File: config.mk
export PLATFORM = sky130hd
export DESIGN_NAME = cla_adder_4bit
export DESIGN_NICKNAME = d
export VERILOG_FILES = /design/src/rtl/cla_pkg.sv /design/src/rtl/cla_core_4bit.sv /design/src/rtl/cla_adder_4bit.sv
export SDC_FILE = /design/constraint.sdc
export NUM_CORES = 1
export LEC_CHECK = 0
export BUFFER_PORTS_ARGS = -buffer_cell sky130_fd_sc_hd__buf_2
export CORE_AREA = 2 2 39 41
export CTS_BUF_LIST = sky130_fd_sc_hd__clkbuf_8
export DETAILED_ROUTE_END_ITERATION = 8
export DIE_AREA = 0 0 41 43
export GPL_TIMING_DRIVEN = 1
export PLACE_DENSITY = 0.68
export SYNTH_ARGS = -nofsm -noshare
export SYNTH_HDL_FRONTEND = slang
export SYNTH_SLANG_ARGS = --single-unit
File: constraint.sdc
create_clock -name clk -period 0.9 [get_ports clk]
set_input_delay 0.045 -clock clk [delete_from_list [all_inputs] [get_ports clk]]
set_output_delay 0.045 -clock clk [all_outputs]
set_load 0.01 [all_outputs]
File: src/rtl/cla_pkg.sv
// Shared width and word type for the 4-bit carry-lookahead adder slice.
package cla_pkg;
  localparam int CLA_WIDTH = 4;
  typedef logic [CLA_WIDTH-1:0] cla_word_t;
endpackage

File: src/rtl/cla_core_4bit.sv
// Combinational 4-bit carry-lookahead core with flattened carry equations.
// Optional macro CLA_ADDER_OVF_EN adds the signed overflow output.
module cla_core_4bit
  import cla_pkg::*;
(
  input  cla_word_t a,
  input  cla_word_t b,
  input  logic      cin,
  output cla_word_t sum,
  output logic      cout,
  output logic      grp_p,
`ifdef CLA_ADDER_OVF_EN
  output logic      ovf,
`endif
  output logic      grp_g
);

  cla_word_t g;
  cla_word_t p;
  logic      c1, c2, c3, c4;

  assign g = a & b;
  assign p = a ^ b;

  // Each carry is a two-level sum of products over g/p/cin only; no carry feeds another.
  assign c1 = g[0] | (p[0] & cin);
  assign c2 = g[1] | (p[1] & g[0]) | (p[1] & p[0] & cin);
  assign c3 = g[2] | (p[2] & g[1]) | (p[2] & p[1] & g[0]) | (p[2] & p[1] & p[0] & cin);

  assign grp_p = &p;
  assign grp_g = g[3] | (p[3] & g[2]) | (p[3] & p[2] & g[1]) | (p[3] & p[2] & p[1] & g[0]);
  assign c4    = grp_g | (grp_p & cin);

  assign sum  = p ^ {c3, c2, c1, cin};
  assign cout = c4;

`ifdef CLA_ADDER_OVF_EN
  assign ovf = c3 ^ c4;
`endif

endmodule

File: src/rtl/cla_adder_4bit.sv
// 4-bit carry-lookahead adder with optional output register and valid qualifier.
// Optional macro CLA_ADDER_OVF_EN adds the registered ovf output.
module cla_adder_4bit
  import cla_pkg::*;
#(
  parameter int OUT_REG = 1
) (
  input  logic      clk,
  input  logic      rst_n,
  input  logic      in_valid,
  input  cla_word_t a,
  input  cla_word_t b,
  input  logic      cin,
  output logic      out_valid,
  output cla_word_t sum,
  output logic      cout,
  output logic      grp_p,
`ifdef CLA_ADDER_OVF_EN
  output logic      ovf,
`endif
  output logic      grp_g
);

  cla_word_t sum_c;
  logic      cout_c, grp_p_c, grp_g_c;
`ifdef CLA_ADDER_OVF_EN
  logic      ovf_c;
`endif

  cla_core_4bit u_core (
    .a     (a),
    .b     (b),
    .cin   (cin),
    .sum   (sum_c),
    .cout  (cout_c),
    .grp_p (grp_p_c),
`ifdef CLA_ADDER_OVF_EN
    .ovf   (ovf_c),
`endif
    .grp_g (grp_g_c)
  );

  generate
    if (OUT_REG != 0) begin : g_reg
      // Data only loads on a valid beat so idle cycles keep the last result visible.
      always_ff @(posedge clk or negedge rst_n) begin
        if (!rst_n) begin
          out_valid <= 1'b0;
          sum       <= '0;
          cout      <= 1'b0;
          grp_p     <= 1'b0;
          grp_g     <= 1'b0;
`ifdef CLA_ADDER_OVF_EN
          ovf       <= 1'b0;
`endif
        end else begin
          out_valid <= in_valid;
          if (in_valid) begin
            sum   <= sum_c;
            cout  <= cout_c;
            grp_p <= grp_p_c;
            grp_g <= grp_g_c;
`ifdef CLA_ADDER_OVF_EN
            ovf   <= ovf_c;
`endif
          end
        end
      end
    end else begin : g_comb
      // Reset still forces zeros even though nothing is stored.
      always_comb begin
        out_valid = in_valid & rst_n;
        sum       = rst_n ? sum_c : '0;
        cout      = cout_c & rst_n;
        grp_p     = grp_p_c & rst_n;
        grp_g     = grp_g_c & rst_n;
`ifdef CLA_ADDER_OVF_EN
        ovf       = ovf_c & rst_n;
`endif
      end
    end
  endgenerate

endmodule

==> impl_metrics.toml, run 1 <==
[synth]
ys_ff_latch = 8
syn_area_sq_um = 514
postSynth.asyncResetShare = 1.00
synth.yosys.warnings = 0
synth_seq_area_share = 0.389
ys_top_cells_by_area = "sky130_fd_sc_hd__dfrtp_1, sky130_fd_sc_hd__ha_1, sky130_fd_sc_hd__a2111o_1, sky130_fd_sc_hd__a21o_1, sky130_fd_sc_hd__buf_6"
synth_largest_area_cell = "sky130_fd_sc_hd__dfrtp_1"
synth_cells = 50
synth.lib_cells_used.distinct = 23
post_synth_most_frequent_cells = "sky130_fd_sc_hd__dfrtp_1, sky130_fd_sc_hd__inv_1, sky130_fd_sc_hd__ha_1, sky130_fd_sc_hd__nand2_1"
area_share_of_the_largest_cell_type_after_synthesis = 0.389
synth_ff_type = "sky130_fd_sc_hd__dfrtp_1"
most_instantiated_library_cell_after_synthesis = "sky130_fd_sc_hd__dfrtp_1"
syn_avg_cell_area_sq_um = 10.3
synth_enable_flop_cells = 0
synthesis.nets = 67

[sta]
hold_viol_final = 0
worst_slack_ns = -0.0227
maxClockFrequency_mhz = 1080
timing.final.max_slew_violations = 0
final.hold.worst_slack_ns = 0.0408
period_share = 1.03
fin_worst_skew_ns = 0
finalCriticalPeriod_ns = 0.923
timing_worst_slew_pin_value_ns = 0.231
slew-limit-headroom = 0.846
setup_viol_count_final = 3
grt_setup_unrepaired = "true"

[route]
number_of_drc_markers_after_the_initial_detailed_route_iteration = 3
drcViolationCount = 0
drt_wl_total_um = 1300
route.detailed.wl_per_inst_um = 13.2
drt-pass1-iter-count = 4
detailroute.via_count = 506
route.detailed.vias_per_inst = 5.16
antenna_left = 0

[cts]
clock_latency_of_the_later_clocked_register_in_the_worst_skew_pair_ns = 0.22
clk_pin_slew_worst_paths_ns = 0.04
cts_buffer_depth = 2
cts_root_buffer = "sky130_fd_sc_hd__clkbuf_8"
cts_tree = "built"
cts_made_buffers = 3
clock_sinks = 8
htree_levels = 1

[layout]
antenna_cells = 0
post-route-util = 0.599
drive_gt1_frac = 0.549
final_nets = 101
area_growth_pct = 61.3

[place]
routabilityCongestion = 0.872
port_buffers = 19
place_worst_setup_slack_ns = -0.256
dpl.hpwl_um = 909

[min_path]
worst_hold_path.num_cells = 1
worst_hold_path.endpoint = "out_valid"
worst_hold_path_type = "in2reg"
hold_path_startpoint = "in_valid"

[run_status]
run_status = "complete, but fails checks"
violations_in_the_final_reports = "negative setup slack"

[critical_path]
crit_path_max_fanout = 2
end_kind = "flop"
criticalPathCategory = "reg2reg"
critical_path_required_ns = 1.00
worst-r2r-cell-count = 2
cp.arrival_ns = 1.02
timing.rr.end = "sum[3]"
startpoint_type = "flop"
r2r_start = "sum[3]"
r2r_setup_slack_ns = -0.02

[floorplan]
die_x_um = 41
design.portCount = 20
die_h_um = 43
core-area_sq_mm = 0.00138
rows = 14
die-area_sq_mm = 0.00176
initial_utilization = 0.372

[grt]
number_of_antenna_violations_at_the_first_check_in_global_routing = 0
globalRouteOverflowTotal = 0
first_global_vias = 474
grt_max_degree = 11
wire_length_of_the_first_global_routing_pass_um = 1790
grt_resource_usage_total = 0.149

[power_and_ir_drop]
ir_drop_mv = 0.751
p_leak_nw = 0.413
power.density_mw_per_mm2 = 1560

[flow_run]
max-cap-violations = 0
## registers in the layout, summed over array words and instances, names as in the netlist
signal,cells
sum,4
cout,1
grp_g,1
grp_p,1
out_valid,1
## per-stage QoR
stage,setup TNS (ns),instance area [sq um],power (W),std cells
3_3_place_gp,-1.19,714,0.000797,92
6_report,-0.0631,830,0.00129,98
4_1_cts,-0.00584,778,0.00125,96
2_1_floorplan,-0.271,554,0.000647,50
5_1_grt,-0.194,830,0.00138,98
3_5_place_dp,-1.27,714,0.000807,92
## report_power, final
part | internal, W | switching [W]
Sequential | 0.000413 | 0.0000292
Combinational | 0.000233 | 0.000197
Clock | 0.000289 | 0.000133
Total | 0.000936 | 0.000359
## cell usage in the layout, fill, tap and decap left out, types with 2 or more instances in the layout
cell type,n
sky130_fd_sc_hd__buf_2,18
sky130_fd_sc_hd__buf_4,11
sky130_fd_sc_hd__dfrtp_1,8
sky130_fd_sc_hd__inv_1,5
sky130_fd_sc_hd__nand2_1,4
sky130_fd_sc_hd__ha_4,4
sky130_fd_sc_hd__o21ai_0,3
sky130_fd_sc_hd__a21o_1,3
sky130_fd_sc_hd__nand3_1,3
sky130_fd_sc_hd__clkbuf_8,3
sky130_fd_sc_hd__a21oi_1,2
sky130_fd_sc_hd__a2111o_1,2
## worst max-delay path by stage
stage	from	endpoint	slack, ns	depth (start not counted)
final	sum[3]	sum[3]	-0.02	2
after global routing	sum[3]	sum[3]	-0.09	2
after detailed placement	a[0]	sum[2]	-0.26	5
after global placement	a[0]	sum[2]	-0.24	5
after CTS	a[2]	sum[3]	-0.006	5
after floorplan	a[1]	sum[3]	-0.15	5
## worst max-delay path, stage by stage (launching register included)
cell,delay (ns)
sky130_fd_sc_hd__dfrtp_1,0.39
sky130_fd_sc_hd__a221oi_2,0.31
sky130_fd_sc_hd__nand3_1,0.10
## area by class of cell
class	count	area, sq um
multi-input combinational	35	355
timing repair buffer	31	194
fill	113	554
clock buffer	3	41.3
sequential	8	200
tap	16	20.0
inverter	5	18.8
## cells by family after synthesis
family / after synthesis / synth area share
buf+inv: 7 / 0.0803
xor+xnor: 1 / 0.0170
compound gates: 14 / 0.195
fa+ha+maj: 5 / 0.136
simple gates: 13 / 0.141
flops: 8 / 0.389
mux: 2 / 0.0414
## metal layers
metal | GRT usage | vias to the layer above | part of all wire
li1 | - | 251 | -
met5 | 0 | - | 0
met4 | 0.113 | 0 | 0.021
met1 | 0.190 | 233 | 0.41
met2 | 0.209 | 18 | 0.52
met3 | 0.0314 | 4 | 0.048
## timing repair
action / in CTS / in global routing
hold buffers: 1 / 0
resized for setup: 1 / 8
pin swaps: 1 / 1
endpoints found under the setup margin: 2 / 4
buffers inserted: 0 / 2
endpoints found under the hold margin: 8 / 0
No activity file was read; power rests on OpenSTA's default activity.
==> run 2: changes to the inputs <==
--- a/config.mk
+++ b/config.mk
@@ -5,13 +5,14 @@
 export SDC_FILE = /design/constraint.sdc
 export NUM_CORES = 1
 export LEC_CHECK = 0
+export ABC_AREA = 1
 export BUFFER_PORTS_ARGS = -buffer_cell sky130_fd_sc_hd__buf_2
 export CORE_AREA = 2 2 39 41
 export CTS_BUF_LIST = sky130_fd_sc_hd__clkbuf_8
 export DETAILED_ROUTE_END_ITERATION = 8
 export DIE_AREA = 0 0 41 43
 export GPL_TIMING_DRIVEN = 1
-export PLACE_DENSITY = 0.68
+export PLACE_DENSITY = 0.63
 export SYNTH_ARGS = -nofsm -noshare
 export SYNTH_HDL_FRONTEND = slang
 export SYNTH_SLANG_ARGS = --single-unit
==> run 2 against run 1 <==
The run now ends clean. Combinational power shrank 33%. Via count shrank 13%. Setup slack gained 0.14 ns. Cell count shrank 1.0%. Flip-flop and latch count is the same. Routed wire length shrank 26%. Critical path depth shrank 1. Critical path type is now reg2out. Largest power group unchanged. Highest routed layer unchanged.
==> impl_metrics.toml, run 2 <==
[power_and_ir_drop]
ir_drop_mv = 0.628
power.share.clock = 0.361
combPwrFrac = 0.257
power.density_mw_per_mm2 = 1660
p_leak_nw = 0.365
switching_share = 0.261
seqPwrFrac = 0.381
switchingPower_w = 0.000295
cell_internal_pwr_w = 0.000833

[floorplan]
die-area_sq_mm = 0.00176
die_x_um = 41
design.portCount = 20
initial_utilization = 0.331
core-area_sq_mm = 0.00138
rows = 14
die_h_um = 43

[grt]
grt-busiest-layer = "met2"
number_of_antenna_violations_at_the_first_check_in_global_routing = 0
grt_use_met2 = 0.191
globalRouteOverflowTotal = 0
grt_max_degree = 11
wire_length_of_the_first_global_routing_pass_um = 1660
globalRouteMet1Util = 0.186
first_global_vias = 426
grt_resource_usage_total = 0.137
globalRouteMet3Util = 0.0157

[critical_path]
end_kind = "output port"
r2r_setup_slack_ns = 0.21
cp_num_buf_inv = 1
cpPeakStageDelay_ns = 0.37
critical_path.slowest_cell = "sky130_fd_sc_hd__dfrtp_1"
startpoint_type = "flop"
worst-r2r-cell-count = 2
timing.rr.end = "cout"
cp_cell_sequence = "buf_2"
startpoint = "grp_p"
cp_top_family = "flip-flops"
r2r_start = "cout"
crit_path_max_fanout = 2
critical_path_required_ns = 0.85
criticalPathCategory = "reg2out"
cp.arrival_ns = 0.74
setup.worst_path.end = "grp_p"
crit_cells = 1

[flow_run]
max-cap-violations = 0

[synth]
synth.lib_cells_used.distinct = 15
synth_seq_area_share = 0.437
syn_area_sq_um = 458
synth.yosys.warnings = 0
area_share_of_the_largest_cell_type_after_synthesis = 0.437
synth_cells = 55
synthesis.nets = 72
ys_top_cells_by_area = "sky130_fd_sc_hd__dfrtp_1, sky130_fd_sc_hd__nand2_1, sky130_fd_sc_hd__ha_1, sky130_fd_sc_hd__nand3_1, sky130_fd_sc_hd__fa_1"
syn_avg_cell_area_sq_um = 8.33
post_synth_most_frequent_cells = "sky130_fd_sc_hd__nand2_1, sky130_fd_sc_hd__dfrtp_1, sky130_fd_sc_hd__inv_1, sky130_fd_sc_hd__nand3_1, sky130_fd_sc_hd__ha_1"
ys_ff_latch = 8
postSynth.asyncResetShare = 1.00
most_instantiated_library_cell_after_synthesis = "sky130_fd_sc_hd__nand2_1"
synth_enable_flop_cells = 0
synth_ff_type = "sky130_fd_sc_hd__dfrtp_1"
synth_largest_area_cell = "sky130_fd_sc_hd__dfrtp_1"

[sta]
fin_worst_skew_ns = 0
timing.final.max_slew_violations = 0
grt_setup_unrepaired = "false"
slew-limit-headroom = 0.884
setup_viol_count_final = 0
hold_viol_final = 0
period_share = 0.870
maxClockFrequency_mhz = 1280
finalCriticalPeriod_ns = 0.783
timing_worst_slew_pin_value_ns = 0.174
worst_slack_ns = 0.117

[layout]
registers.top_by_ff_count = "sum"
drive_gt1_frac = 0.346
final_nets = 100
seqCellArea_sq_um = 200
antenna_cells = 0
multi_input_comb_area_sq_um = 264
largest_register_ffs = 4
post_layout_nonfiller_instances = 97
mostFrequentLayoutCell = "sky130_fd_sc_hd__buf_2"
area_growth_pct = 48.1
fillers = 133
mostFrequentLayoutCells = "sky130_fd_sc_hd__buf_2, sky130_fd_sc_hd__nand2_1, sky130_fd_sc_hd__dfrtp_1, sky130_fd_sc_hd__inv_1, sky130_fd_sc_hd__nand3_1"

[route]
drt-pass1-iter-count = 3
route.detailed.wl_per_inst_um = 9.91
detailroute.via_count = 439
route.detailed.vias_per_inst = 4.53
drcViolationCount = 0
antenna_left = 0
number_of_drc_markers_after_the_initial_detailed_route_iteration = 2
drt_wl_total_um = 961

[cts]
htree_levels = 1
cts_tree = "built"
cts_buffer_depth = 2
cts_made_buffers = 3
clock_latency_of_the_later_clocked_register_in_the_worst_skew_pair_ns = 0.22
clock_sinks = 8
cts_root_buffer = "sky130_fd_sc_hd__clkbuf_8"
post_cts_buffers = 0
clk_pin_slew_worst_paths_ns = 0.04

[place]
placed_cells = 92
dpl.hpwl_um = 735
routabilityCongestion = 0.725
place_worst_setup_slack_ns = -0.168
port_buffers = 19

[min_path]
worst_hold_path_type = "in2reg"

[run_status]
run_status = "finished clean"
-- run 2: what timing repair did --
item / CTS / global route
endpoints found under the hold margin: 9 / 0
resized for setup: 0 / 2
endpoints found under the setup margin: 0 / 4
hold buffers: 2 / 0
-- run 2: how the worst min path moves through the flow --
stage / startpoint / to / depth (start not counted)
4_1_cts: in_valid / sum[3] / 3
5_1_grt: in_valid / sum[2] / 3
2_1_floorplan: rst_n / cout / 0
3_5_place_dp: rst_n / sum[1] / 1
3_3_place_gp: rst_n / sum[1] / 1
6_report: in_valid / sum[3] / 3
-- run 2: power by group through the flow --
stage          combinational [W]  sequential, W  clock (W)
2_1_floorplan           0.000133       0.000460          0
3_3_place_gp            0.000270       0.000434          0
3_5_place_dp            0.000275       0.000435          0
4_1_cts                 0.000283       0.000431   0.000417
5_1_grt                 0.000336       0.000436   0.000440
6_report                0.000290       0.000430   0.000408
-- run 2: per-layer routing --
layer,part of all wire,wire [um],up-vias
met2,0.45,430,15
li1,-,-,234
met1,0.47,456,188
met4,0.012,12,0
met3,0.065,62,2
met5,0,0,-
-- run 2: tightest hold or removal path, delay by kind of cell --
kind                   cells  cell delay [ns]
buffers and inverters      1             0.13
and+or+nand+nor            2             0.12
-- run 2: logic make-up (layout without fill, tap and decap cells) --
group | after synthesis | after routing | synth area share
simple gates | 28 | 28 | 0.262
flops | 8 | 8 | 0.437
compound gates | 7 | 7 | 0.0792
buf+inv | 6 | 32 | 0.0492
fa+ha+maj | 5 | 5 | 0.153
xor+xnor | 1 | 1 | 0.0191
-- run 2: layout make-up --
cell class,instances,share of cell area
Clock buffer,3,0.0609
Inverter,6,0.0332
Multi-Input combinational cell,41,0.389
Sequential cell,8,0.295
Tap cell,16,0.0295
Timing Repair Buffer,23,0.192
-- run 2: per-stage QoR --
| step | hold WS [ns] | util | power, W | cell area [sq um] | setup TNS [ns] |
|---|---|---|---|---|---|
| 3_3_place_gp | -0.109 | 0.437 | 0.000704 | 604 | -0.673 |
| 3_5_place_dp | -0.107 | 0.437 | 0.000710 | 604 | -0.745 |
| 6_report | 0.126 | 0.490 | 0.00113 | 678 | 0 |
| 4_1_cts | 0.120 | 0.481 | 0.00113 | 666 | 0 |
| 2_1_floorplan | -0.251 | - | 0.000593 | 474 | 0 |
| 5_1_grt | 0.140 | 0.490 | 0.00121 | 678 | 0 |
==> run 3: changes to the inputs <==
--- a/config.mk
+++ b/config.mk
@@ -7,12 +7,12 @@
 export LEC_CHECK = 0
 export ABC_AREA = 1
 export BUFFER_PORTS_ARGS = -buffer_cell sky130_fd_sc_hd__buf_2
-export CORE_AREA = 2 2 39 41
+export CORE_UTILIZATION = 35
 export CTS_BUF_LIST = sky130_fd_sc_hd__clkbuf_8
 export DETAILED_ROUTE_END_ITERATION = 8
-export DIE_AREA = 0 0 41 43
 export GPL_TIMING_DRIVEN = 1
-export PLACE_DENSITY = 0.63
+export PLACE_DENSITY = 0.64
+export SETUP_SLACK_MARGIN = 0.5
 export SYNTH_ARGS = -nofsm -noshare
 export SYNTH_HDL_FRONTEND = slang
 export SYNTH_SLANG_ARGS = --single-unit
==> run 3 against run 2 <==
The run now ends with negative hold slack left. Largest power group unchanged. Via count is 1.6% higher. Global-route usage is 2.6 points higher. Sequential share of layout area down 4.0 points. Core utilization increased by 19 points. Combinational power grew 28%. Non-clock buffer count grew 1.
==> impl_metrics.toml, run 3 (synthesis results as in run 2) <==
[run_status]
run_status = "complete, but fails checks"
violations_in_the_final_reports = "negative hold slack"

[critical_path]
criticalPathCategory = "reg2out"
r2r_start = "sum[3]"
end_kind = "output port"
critical_path_required_ns = 0.85
cp_num_buf_inv = 1
cp_top_family = "flip-flops"
critical_path.slowest_cell = "sky130_fd_sc_hd__dfrtp_1"
cp.arrival_ns = 0.74
startpoint = "sum[3]"
cp_cell_sequence = "buf_2"
crit_path_max_fanout = 2
startpoint_type = "flop"
cpPeakStageDelay_ns = 0.37

[layout]
drive_gt1_frac = 0.463
mostFrequentLayoutCells = "sky130_fd_sc_hd__nand2_1, sky130_fd_sc_hd__buf_2, sky130_fd_sc_hd__dfrtp_1, sky130_fd_sc_hd__buf_6"
fillers = 89
post-route-util = 0.679
largest_register_ffs = 4
area_growth_pct = 71.3
antenna_cells = 0
final_nets = 101
registers.top_by_ff_count = "sum"
mostFrequentLayoutCell = "sky130_fd_sc_hd__nand2_1"

[route]
number_of_drc_markers_after_the_initial_detailed_route_iteration = 5
drt-pass1-iter-count = 4
route.detailed.wl_per_inst_um = 9.92
detailroute.via_count = 446
antenna_left = 0
drcViolationCount = 0
route.detailed.vias_per_inst = 4.65
drt_wl_total_um = 952

[place]
place_worst_setup_slack_ns = -0.0822
port_buffers = 19
routabilityCongestion = 0.765

[floorplan]
core-area_sq_mm = 0.00116
die_x_um = 38.2
rows = 12
initial_utilization = 0.396
die_h_um = 38.2
design.portCount = 20
die-area_sq_mm = 0.00146

[sta]
grt_setup_unrepaired = "true"
setup_viol_count_final = 0
period_share = 0.871
finalCriticalPeriod_ns = 0.784
maxClockFrequency_mhz = 1280
slew-limit-headroom = 0.897
timing_worst_slew_pin_value_ns = 0.155
timing.final.max_slew_violations = 0
worst_slack_ns = 0.116
fin_worst_skew_ns = 0
hold_viol_final = 1
final.hold.worst_slack_ns = -0.00944

[flow_run]
max-cap-violations = 0

[grt]
first_global_vias = 399
grt_resource_usage_total = 0.163
globalRouteOverflowTotal = 0
wire_length_of_the_first_global_routing_pass_um = 1610
number_of_antenna_violations_at_the_first_check_in_global_routing = 0
grt_max_degree = 11

[cts]
clk_pin_slew_worst_paths_ns = 0.04
cts_root_buffer = "sky130_fd_sc_hd__clkbuf_8"
cts_hold_repair.buffers = 1
htree_levels = 1
clock_latency_of_the_later_clocked_register_in_the_worst_skew_pair_ns = 0.22
cts_made_buffers = 3
clock_sinks = 8
cts_tree = "built"
cts_buffer_depth = 2

[power_and_ir_drop]
p_leak_nw = 0.388
power.density_mw_per_mm2 = 1560
ir_drop_mv = 0.640
total_power_w = 0.00123

[min_path]
hold_path_startpoint = "in_valid"
worst_hold_path_type = "in2reg"
[run 3: changes by cell type in the layout (fill, tap and decap cells not counted), sizes merged]
cell,previous run,this run
clkbuf,3,4
dlygate4sd3,2,1
buf,21,22
[run 3: repair_timing]
item,4_1_cts,5_1_grt
setup buffers,1,1
gates cloned,0,0
pin swaps,6,6
resized for setup,14,4
endpoints found under the hold margin,9,1
endpoints found under the setup margin,15,23
[run 3: per-stage QoR]
| step | area [sq um] | std cells | TNS [ns] |
|---|---|---|---|
| detailed placement | 637 | 90 | -0.263 |
| CTS | 758 | 95 | 0 |
| floorplan | 509 | 55 | 0 |
| global placement | 637 | 90 | -0.243 |
| global route | 785 | 96 | 0 |
| finish | 785 | 96 | 0 |
[run 3: path summary, 6_finish.rpt]
check	end	slack (ns)	cells after the start
worst max-delay path	sum[3]	0.12	1
worst min-delay path	out_valid	-0.009	1
worst max register to register	sum[3]	0.20	3
worst min register to register	sum[1]	0.48	2
max in group asynchronous	sum[3]	0.57	2
min in group asynchronous	grp_g	0.19	2
[run 3: final cells by class]
type,count,area [sq um],area share
clock buffers,3,41.3,0.0526
inverters,6,32.5,0.0415
multi-input cells,41,308,0.392
flip-flops and latches,8,200,0.255
well taps,14,17.5,0.0223
repair buffers,24,185,0.236
[run 3: routing by layer]
metal | global-route usage | vias up | part of all wire
met5 | 0 | - | 0
met4 | 0.134 | 0 | 0.018
met3 | 0.0174 | 2 | 0.054
met2 | 0.246 | 16 | 0.47
met1 | 0.208 | 194 | 0.45
li1 | - | 234 | -
[run 3: report_power, final]
group          leakage [nW]  switching [W]  internal, W
logic                 0.268       0.000175     0.000197
registers            0.0986      0.0000217     0.000408
clock network        0.0216       0.000136     0.000289
